### src/rtl/mlp_pkg.sv
// rtl/mlp_pkg.sv - shared widths, sequencer states and saturation helper for the MLP layer engine
package mlp_pkg;

    localparam int MLP_ADDR_W  = 12;
    localparam int MLP_WADDR_W = 16;
    localparam int MLP_DATA_W  = 16;
    localparam int MLP_ACC_W   = 40;

    typedef enum logic [2:0] {
        ST_IDLE,
        ST_READ,
        ST_DRAIN,
        ST_WRITE,
        ST_DONE
    } state_t;

    // Largest / smallest DATA_W-bit signed values, held at accumulator width for comparison.
    localparam logic signed [MLP_ACC_W-1:0] SAT_MAX =
        {{(MLP_ACC_W-MLP_DATA_W+1){1'b0}}, {(MLP_DATA_W-1){1'b1}}};
    localparam logic signed [MLP_ACC_W-1:0] SAT_MIN =
        {{(MLP_ACC_W-MLP_DATA_W+1){1'b1}}, {(MLP_DATA_W-1){1'b0}}};

    // Clamp a wide signed value into the signed activation range.
    function automatic logic signed [MLP_DATA_W-1:0] saturate(input logic signed [MLP_ACC_W-1:0] v);
        logic signed [MLP_DATA_W-1:0] r;
        if (v > SAT_MAX) begin
            r = SAT_MAX[MLP_DATA_W-1:0];
        end else if (v < SAT_MIN) begin
            r = SAT_MIN[MLP_DATA_W-1:0];
        end else begin
            r = v[MLP_DATA_W-1:0];
        end
        return r;
    endfunction

endpackage

### src/rtl/neuron_mac.sv
// rtl/neuron_mac.sv - signed multiply-accumulate with shift, optional ReLU and saturated output
module neuron_mac
    import mlp_pkg::*;
#(
    parameter int DATA_W = MLP_DATA_W,
    parameter int ACC_W  = MLP_ACC_W,
    parameter int FRAC   = 0
) (
    input  logic                     clk,
    input  logic                     reset,
    input  logic                     clear,
    input  logic                     acc_en,
    input  logic                     relu_en,
    input  logic signed [DATA_W-1:0] a,
    input  logic signed [DATA_W-1:0] b,
    output logic signed [DATA_W-1:0] result
);

    logic signed [2*DATA_W-1:0] product;
    logic signed [ACC_W-1:0]    product_ext;
    logic signed [ACC_W-1:0]    acc;
    logic signed [ACC_W-1:0]    acc_next;
    logic signed [ACC_W-1:0]    shifted;
    logic signed [ACC_W-1:0]    rectified;

    assign product     = a * b;
    assign product_ext = {{(ACC_W-2*DATA_W){product[2*DATA_W-1]}}, product};

    // Next accumulator value; the output is taken from it so the last product
    // is already included in the cycle it arrives.
    always_comb begin
        acc_next = acc;
        if (clear) begin
            acc_next = '0;
        end else if (acc_en) begin
            acc_next = acc + product_ext;
        end
    end

    // Shift, rectify and clamp the running sum into an activation.
    always_comb begin
        shifted   = acc_next >>> FRAC;
        rectified = shifted;
        if (relu_en && shifted[ACC_W-1]) begin
            rectified = '0;
        end
        result = saturate(rectified);
    end

    // Accumulator register, wraps modulo 2^ACC_W.
    always_ff @(posedge clk) begin
        if (reset) begin
            acc <= '0;
        end else begin
            acc <= acc_next;
        end
    end

endmodule

### src/rtl/mlp_layer_engine.sv
// rtl/mlp_layer_engine.sv - sequences neuron/weight memory reads and result writes for one dense layer
module mlp_layer_engine
    import mlp_pkg::*;
#(
    parameter int ADDR_W  = MLP_ADDR_W,
    parameter int WADDR_W = MLP_WADDR_W,
    parameter int DATA_W  = MLP_DATA_W,
    parameter int ACC_W   = MLP_ACC_W,
    parameter int FRAC    = 0
) (
    input  logic                     clk,
    input  logic                     reset,
    input  logic                     start,
    input  logic                     relu_en,
    input  logic [ADDR_W-1:0]        in_base,
    input  logic [ADDR_W-1:0]        out_base,
    input  logic [ADDR_W-1:0]        in_count,
    input  logic [ADDR_W-1:0]        out_count,
    input  logic [WADDR_W-1:0]       w_base,
    input  logic signed [DATA_W-1:0] neuron_val,
    input  logic signed [DATA_W-1:0] weight,
    output logic [ADDR_W-1:0]        input_addr,
    output logic [WADDR_W-1:0]       weight_addr,
    output logic [ADDR_W-1:0]        output_addr,
    output logic signed [DATA_W-1:0] data,
    output logic                     write_enable,
    output logic                     busy,
    output logic                     done
);

    state_t state;
    state_t state_next;

    logic [ADDR_W-1:0]  elem;
    logic [ADDR_W-1:0]  row;
    logic [ADDR_W-1:0]  in_base_q;
    logic [ADDR_W-1:0]  out_base_q;
    logic [ADDR_W-1:0]  in_count_q;
    logic [ADDR_W-1:0]  out_count_q;
    logic [WADDR_W-1:0] w_row;
    logic               relu_q;
    logic               rd_valid;

    logic               accept;
    logic               step_elem;
    logic               enter_write;
    logic               next_row;
    logic               mac_clear;
    logic               last_elem;
    logic               last_row;
    logic               busy_next;

    logic signed [DATA_W-1:0] mac_result;

    assign last_elem = (elem + ADDR_W'(1)) == in_count_q;
    assign last_row  = (row + ADDR_W'(1)) == out_count_q;
    assign busy_next = (state_next == ST_READ) || (state_next == ST_DRAIN) || (state_next == ST_WRITE);

    // State register.
    always_ff @(posedge clk) begin
        if (reset) begin
            state <= ST_IDLE;
        end else begin
            state <= state_next;
        end
    end

    // Next-state decode and per-cycle datapath strobes.
    always_comb begin
        state_next  = state;
        accept      = 1'b0;
        step_elem   = 1'b0;
        enter_write = 1'b0;
        next_row    = 1'b0;
        mac_clear   = 1'b0;
        case (state)
            ST_IDLE: begin
                if (start) begin
                    accept = 1'b1;
                    if (out_count == '0) begin
                        state_next = ST_DONE;
                    end else if (in_count == '0) begin
                        state_next = ST_DRAIN;
                    end else begin
                        state_next = ST_READ;
                    end
                end
            end
            ST_READ: begin
                if (last_elem) begin
                    state_next = ST_DRAIN;
                end else begin
                    step_elem = 1'b1;
                end
            end
            ST_DRAIN: begin
                enter_write = 1'b1;
                state_next  = ST_WRITE;
            end
            ST_WRITE: begin
                mac_clear = 1'b1;
                if (last_row) begin
                    state_next = ST_DONE;
                end else begin
                    next_row   = 1'b1;
                    state_next = (in_count_q == '0) ? ST_DRAIN : ST_READ;
                end
            end
            ST_DONE: begin
                state_next = ST_IDLE;
            end
            default: begin
                state_next = ST_IDLE;
            end
        endcase
    end

    // Configuration latch, address counters and registered memory-port outputs.
    always_ff @(posedge clk) begin
        if (reset) begin
            elem         <= '0;
            row          <= '0;
            in_base_q    <= '0;
            out_base_q   <= '0;
            in_count_q   <= '0;
            out_count_q  <= '0;
            w_row        <= '0;
            relu_q       <= 1'b0;
            rd_valid     <= 1'b0;
            input_addr   <= '0;
            weight_addr  <= '0;
            output_addr  <= '0;
            data         <= '0;
            write_enable <= 1'b0;
            busy         <= 1'b0;
            done         <= 1'b0;
        end else begin
            rd_valid     <= (state == ST_READ);
            write_enable <= enter_write;
            busy         <= busy_next;
            done         <= (state_next == ST_DONE);
            if (accept) begin
                in_base_q   <= in_base;
                out_base_q  <= out_base;
                in_count_q  <= in_count;
                out_count_q <= out_count;
                relu_q      <= relu_en;
                w_row       <= w_base;
                elem        <= '0;
                row         <= '0;
                input_addr  <= in_base;
                weight_addr <= w_base;
            end
            if (step_elem) begin
                elem        <= elem + ADDR_W'(1);
                input_addr  <= input_addr + ADDR_W'(1);
                weight_addr <= weight_addr + WADDR_W'(1);
            end
            if (enter_write) begin
                output_addr <= out_base_q + row;
                data        <= mac_result;
            end
            if (next_row) begin
                row         <= row + ADDR_W'(1);
                elem        <= '0;
                input_addr  <= in_base_q;
                weight_addr <= w_row + WADDR_W'(in_count_q);
                w_row       <= w_row + WADDR_W'(in_count_q);
            end
        end
    end

    neuron_mac #(
        .DATA_W (DATA_W),
        .ACC_W  (ACC_W),
        .FRAC   (FRAC)
    ) u_mac (
        .clk     (clk),
        .reset   (reset),
        .clear   (mac_clear),
        .acc_en  (rd_valid),
        .relu_en (relu_q),
        .a       (neuron_val),
        .b       (weight),
        .result  (mac_result)
    );

endmodule

### config.mk
export PLATFORM = sky130hd
export DESIGN_NAME = mlp_layer_engine
export DESIGN_NICKNAME = d
export VERILOG_FILES = /design/src/rtl/mlp_pkg.sv /design/src/rtl/neuron_mac.sv /design/src/rtl/mlp_layer_engine.sv
export SDC_FILE = /design/constraint.sdc
export NUM_CORES = 1
export LEC_CHECK = 0
export CAP_MARGIN = 20
export CELL_PAD_IN_SITES_DETAIL_PLACEMENT = 0
export CELL_PAD_IN_SITES_GLOBAL_PLACEMENT = 1
export CORE_MARGIN = 3
export CORE_UTILIZATION = 47
export CTS_BUF_LIST = sky130_fd_sc_hd__clkbuf_4 sky130_fd_sc_hd__clkbuf_8
export DETAILED_ROUTE_END_ITERATION = 10
export PLACE_DENSITY_LB_ADDON = 0.2
export SLEW_MARGIN = 20
export SYNTH_ARGS = -nofsm -noshare
export SYNTH_HDL_FRONTEND = slang
export SYNTH_SLANG_ARGS = --single-unit
### constraint.sdc
create_clock -name clk -period 11.7 [get_ports clk]
set_input_delay 2.34 -clock clk [delete_from_list [all_inputs] [get_ports clk]]
set_output_delay 2.34 -clock clk [all_outputs]
set_load 0.01 [all_outputs]
======== After elaboration in Yosys (flattened, before gate mapping) ========
Cells that the tools add are included.
operators by class
  eq/ne operators ......................... 9
  $mul .................................... 1
  add/subtract/negate cells ............... 7
  reductions and logical operators ........ 11
  order comparisons ....................... 2
  multiplexer cells ....................... 30
operator list
  operator                                                         count
  2-to-1 mux 40 bit                                                3
  2-to-1 mux 16 bit                                                6
  2-to-1 mux 12 bit                                                6
  adder 40 x 32 -> 40 bit                                          1
  greater-than comparator 40 x 16 -> 1 bit, second input constant  1
  < comparator 40 x 16 -> 1 bit, second input constant             1
  adder 12 x 1 -> 12 bit, second input constant                    3
  logical NOT 12 bit                                               3
  multiplier 16 x 16 -> 32 bit                                     1
  equality test 12 bit                                             2
  adder 16 x 1 -> 16 bit, second input constant                    1
  adder 16 x 12 -> 16 bit                                          1
  adder 12 bit                                                     1
  equality test 3 x 2 -> 1 bit, second input constant              4
  2-to-1 mux 3 bit                                                 4
  case mux 3 bit (4 select lines)                                  1
  2-to-1 mux 1 bit                                                 8
  equality test 3 x 1 -> 1 bit, second input constant              2
  2-to-1 mux 2 bit                                                 2
  nonzero test 2 bit                                               2
  equality test 3 bit, second input constant                       1
  logical NOT 3 bit                                                1
  nonzero test 3 bit                                               1
  logical OR 1 bit                                                 2
  2 further kinds                                                  2
word-level totals
  logic and storage cells ................. 78
  register bits ........................... 192

======== Logic depth before layout (Yosys ltp) ========
  depth in word-level cells ............... 9
  mapped depth ............................ 29
  mapped depth without buffers ............ 27

======== Cells and area by module ========
Synthesis repeated with hierarchy kept, for this count alone.
unflattened totals
  cell total of the unflattened synthesis .. 2781
  area, all modules ....................... 23246.0 um^2
modules (own cells, without submodules)
  module            area each (um^2)  sequential area each (um^2)  times used  cells each
  neuron_mac        14789.2           800.8                        1           1683
  mlp_layer_engine  8456.9            3042.9                       1           1098

======== Least setup slack after synthesis ========
Ideal clock, no wire load.
  kind .................................... input-to-reg
  start point ............................. input port neuron_val[8]
  end point ............................... register data[5]
  arrival ................................. 9.698 ns
  setup time .............................. 0.079 ns
  setup slack ............................. 1.922 ns
  stages on the path ...................... 28
  path through ............................ clkbuf_1 -> nand2_1 -> fa_1 -> fa_1 -> inv_1 -> fa_1 -> inv_1 -> fa_1 -> inv_1 -> fa_1 -> inv_1 -> fa_1 -> inv_1 -> ha_1 -> buf_4 -> o21ai_0 -> or4b_4 -> a211oi_4 -> o21ai_1 -> o21a_2 -> mux2i_1 -> or3_1 -> or4_1 -> or4_4 -> o31ai_4 -> buf_6 -> nand2_1 -> a211oi_2
between the ends
  word-level cells in the longest chain between the ends .. 9
ends and longest elaborated chain
  element                           line                     RTL
  start, declared                   mlp_layer_engine.sv:20   input logic signed [DATA_W-1:0] neuron_val,
  multiplier 16 x 16 -> 32 bit (*)  neuron_mac.sv:26         assign product = a * b;
  adder 40 x 32 -> 40 bit (*)       neuron_mac.sv:36         acc_next = acc + product_ext;
  2-to-1 mux 40 bit (*)             neuron_mac.sv:35         end else if (acc_en) begin
  2-to-1 mux 40 bit (*)             neuron_mac.sv:33         if (clear) begin
  logical AND 1 bit                 neuron_mac.sv:44         if (relu_en && shifted[ACC_W-1]) begin
  2-to-1 mux 40 bit (*)             neuron_mac.sv:44
  < comparator 40 x 16 -> 1 bit     mlp_pkg.sv:28            end else if (v < SAT_MIN) begin
  2-to-1 mux 16 bit                 mlp_pkg.sv:28
  2-to-1 mux 16 bit (*)             mlp_pkg.sv:26            if (v > SAT_MAX) begin
  end signal, assigned              mlp_layer_engine.sv:161  data <= mac_result;
  end, declared                     mlp_layer_engine.sv:25   output logic signed [DATA_W-1:0] data,
Mark *: on every way between the ends. The rest lies on a longest branch, timed or not.
A chain may end at the register's enable or synchronous reset.

======== Final worst setup path ========
  start point ............................. input port neuron_val[15]
  end point ............................... register data[11]
Same word-level chain as after synthesis.

==> results summary <==
Setup repair after global routing left no endpoint under its margin. The row count came out at 79. In this run the remaining antenna-violating nets after routing total 0. The count of warnings emitted by yosys is 0. Counting the buffers created by CTS gives 17. The total vias in the final route is 18600. The die is between 200 and 250 um tall. The pin count of the biggest net entering global routing came out at a little over 90.

Counting every instance in the synthesized netlist gives 2717. The quantity of I/O buffers inserted on ports is 158. The number of max-cap violations came out at 0. The number of synthesized flops with an enable pin came out at 0. The detailed-router iteration count before antenna repair is 5. The top cell types in the final layout, fill and taps aside, are inv_1 (424), nand2_1 (413), fa_1 (332). The routed wirelength normalized by instance count is 17.8 um.

The netlist area before placement came out at 22600 um2. The final routed DRC violation total is 0. The fraction of synthesized cell area taken by the top area cell type came out at 29.4%.

The full die area is 50800 um2. Leaving out fill and tap cells, the most frequent cell in the layout is inv_1. The delay of the slowest cell on the worst path is 0.79 ns. The data required time of the worst path came out at 12.11 ns. Post-CTS timing repair inserted 0 buffers for setup. The achievable frequency is 0.0933 GHz.

Counting flops with an async set or reset pin after synthesis yields a share of 0%. The hold buffer count at CTS came out at 0. The primary flip-flop cell chosen by synthesis mapping is dfxtp_1. The tightest min-delay check is of the flip-flop to flip-flop type. TritonCTS built the clock tree.

The arrival time reported for the critical path endpoint came out at between 10 and 15 ns. The worst-case clock buffer depth is 2. The insertion delay of the later-clocked pin in the worst-skew pair is 0.50 ns. The share of the clock period used by the worst path is 91.6%. After the last flow step, the layout net total stands at 3371.

Sorting the synthesized cells by area gives the leading types as fa_1 (29%), dfxtp_1 (17%), ha_1 (7.9%). The number of setup violations in the final report is 0. The most prevalent standard cell on the critical path is fa_1. The final-report hold violation count came to 0. The synthesized flop and latch total is 192.

The core area is 47100 um2. The number of antenna diodes in the final layout is 0. Using the TritonRoute via totals, the vias-per-cell ratio works out to approximately 5.5.

Of the cells placed in the final design, the portion with a size suffix greater than 1 is 3.91%. STA classifies the critical path startpoint as a primary input. The H-tree depth is 4. The flow ran to the end, and the final reports show no timing, DRC or antenna violations.

The sequential-to-total area share from yosys stat is 17.0%. Summed over all layers, the routed wires come to roughly 61000 um. The synthesized design spends more area on one cell type than any other, namely fa_1. The clock edge transition at the registers on the reported setup and hold paths came out at 0.11 ns. The post-synthesis cell type count is just over 80. The maximum net fanout on the critical path is 16. Setup total negative slack on the finished layout was measured at 0 ns. The worst path in the final design needs a cycle of about 11 ns, including I/O delays and setup. The final worst setup slack is 0.986 ns. Among all stages on the critical path, the largest delay is contributed by clkdlybuf4s50_1. Clock tree synthesis selected as its root buffer the cell clkbuf_8. The first-pass GRT wire length came out at around 100000 um. The total count of max-transition violations in the final report came to 0. The number of antenna violations at the first check in global routing is 0. The overflow left after global routing is 0. Each instance of the synthesized netlist takes up on average 8.32 um2. The number of resized instances in the post-cts repair step is 0. The starting DRC count in detailed routing is 1096.

The area added between synthesis and finish is 11.2%. The worst clock skew came out at 0.0143 ns. The worst setup path is of the primary input to flip-flop kind. The total track usage is between 20% and 30%. The number of clock sinks is 192.

The via count of the first global-routing pass was slightly below 20000. The actual slew at the worst max-slew pin came out at 1.04 ns. The net count of the mapped netlist is 3291. The placer congestion estimate is 0.857. The die boundary width came out at 225 um. The nature of the critical path endpoint is a flip-flop.

The post-placement setup slack is around 0.5 ns. The HPWL reported at the end of detailed placement is 47700 um. The number of top-level pins came out at around 160.

For this configuration, the core starts out at a cell density of 48.0%. The worst max-slew margin expressed relative to the limit came out at 30.5%.
[final cells by class]
cell class | instances | area (um2)
timing repair buffer | 195 | 1860
fill | 4478 | 21900
sequential | 192 | 3840
inverter | 424 | 1590
tap | 607 | 759
multi-input combinational | 1967 | 16700
clock inverter | 15 | 191
clock buffer | 17 | 234
[state kept, by name, summed over array words and instances (netlist names)]
register	flops
weight_addr	16
relu_q	1
row	12
data	16
w_row	16
out_base_q	12
busy	1
in_count_q	12
output_addr	12
out_count_q	12
write_enable	1
in_base_q	12
elem	12
u_mac.acc	40
done	1
rd_valid	1
input_addr	12
state	3
[worst max-delay path: cells and delay by family]
| kind | cells | cell delay [ns] |
|---|---|---|
| and+or+nand+nor | 5 | 1.76 |
| muxes | 1 | 0.08 |
| AOI/OAI and AO/OA | 7 | 1.91 |
| adders and majority gates | 7 | 3.63 |
| buffers and inverters | 7 | 1.38 |
[cells by family (layout without fill, tap and decap cells)]
logic type | Yosys count | after routing | synth area share, %
muxes | 25 | 25 | 1.13
AOI/OAI and AO/OA | 437 | 437 | 12.6
adders and majority gates | 474 | 474 | 37.3
DFF | 192 | 192 | 17.0
and+or+nand+nor | 949 | 949 | 19.5
xor gates and xnor gates | 82 | 82 | 3.18
buffers and inverters | 558 | 651 | 9.36
[Yosys cell counts, drive strengths merged (4+ instances only)]
library cell,count
a21boi,4
nor3,49
and3,23
o21ai,66
or4,8
nand3b,9
inv,424
nor4b,5
o21a,12
and2,118
mux2i,20
nand2b,14
a21oi,174
o31ai,5
buf,27
xor2,18
a2111oi,4
clkbuf,107
nand4,26
nor2b,11
o2111ai,13
o22ai,5
o211a,4
a31oi,14
nor4,13
xnor2,64
nand3,42
or3,10
a21o,23
mux2,5
fa,332
o21bai,7
nor2,188
ha,142
nand2,414
o211ai,23
or2,7
dfxtp,192
a211oi,39
a311oi,13
[metal layers]
layer	part of all wire, %	global-route usage, %	up-vias
met5	0	0	-
met4	1.6	5.49	0
met3	5.5	3.78	73
met2	48	42.2	532
met1	45	34.0	9135
li1	-	-	8899
[per-stage QoR]
stage | hold WS (ns) | instance area [um2] | cells | util [%]
after floorplan | 0.432 | 22600 | 2717 | -
after global placement | 0.437 | 24700 | 3384 | 52.5
after detailed placement | 0.445 | 24700 | 3385 | 52.5
after CTS | 0.458 | 25100 | 3417 | 53.4
after global routing | 0.475 | 25100 | 3417 | 53.4
final | 0.456 | 25100 | 3417 | 53.4
[worst paths after layout]
| check | from | endpoint | slack [ns] | cells past startpoint |
|---|---|---|---|---|
| hold reg to reg | output_addr[7] | output_addr[7] | 0.46 | 2 |
| setup reg to reg | u_mac.acc[11] | data[11] | 4.46 | 21 |
| setup / recovery | neuron_val[15] | data[11] | 0.99 | 27 |
| hold / removal | output_addr[7] | output_addr[7] | 0.46 | 2 |
Power is left out: the tool's default activity adds up to more than one toggle a clock period on the data nets, which glitch-free logic cannot reach.
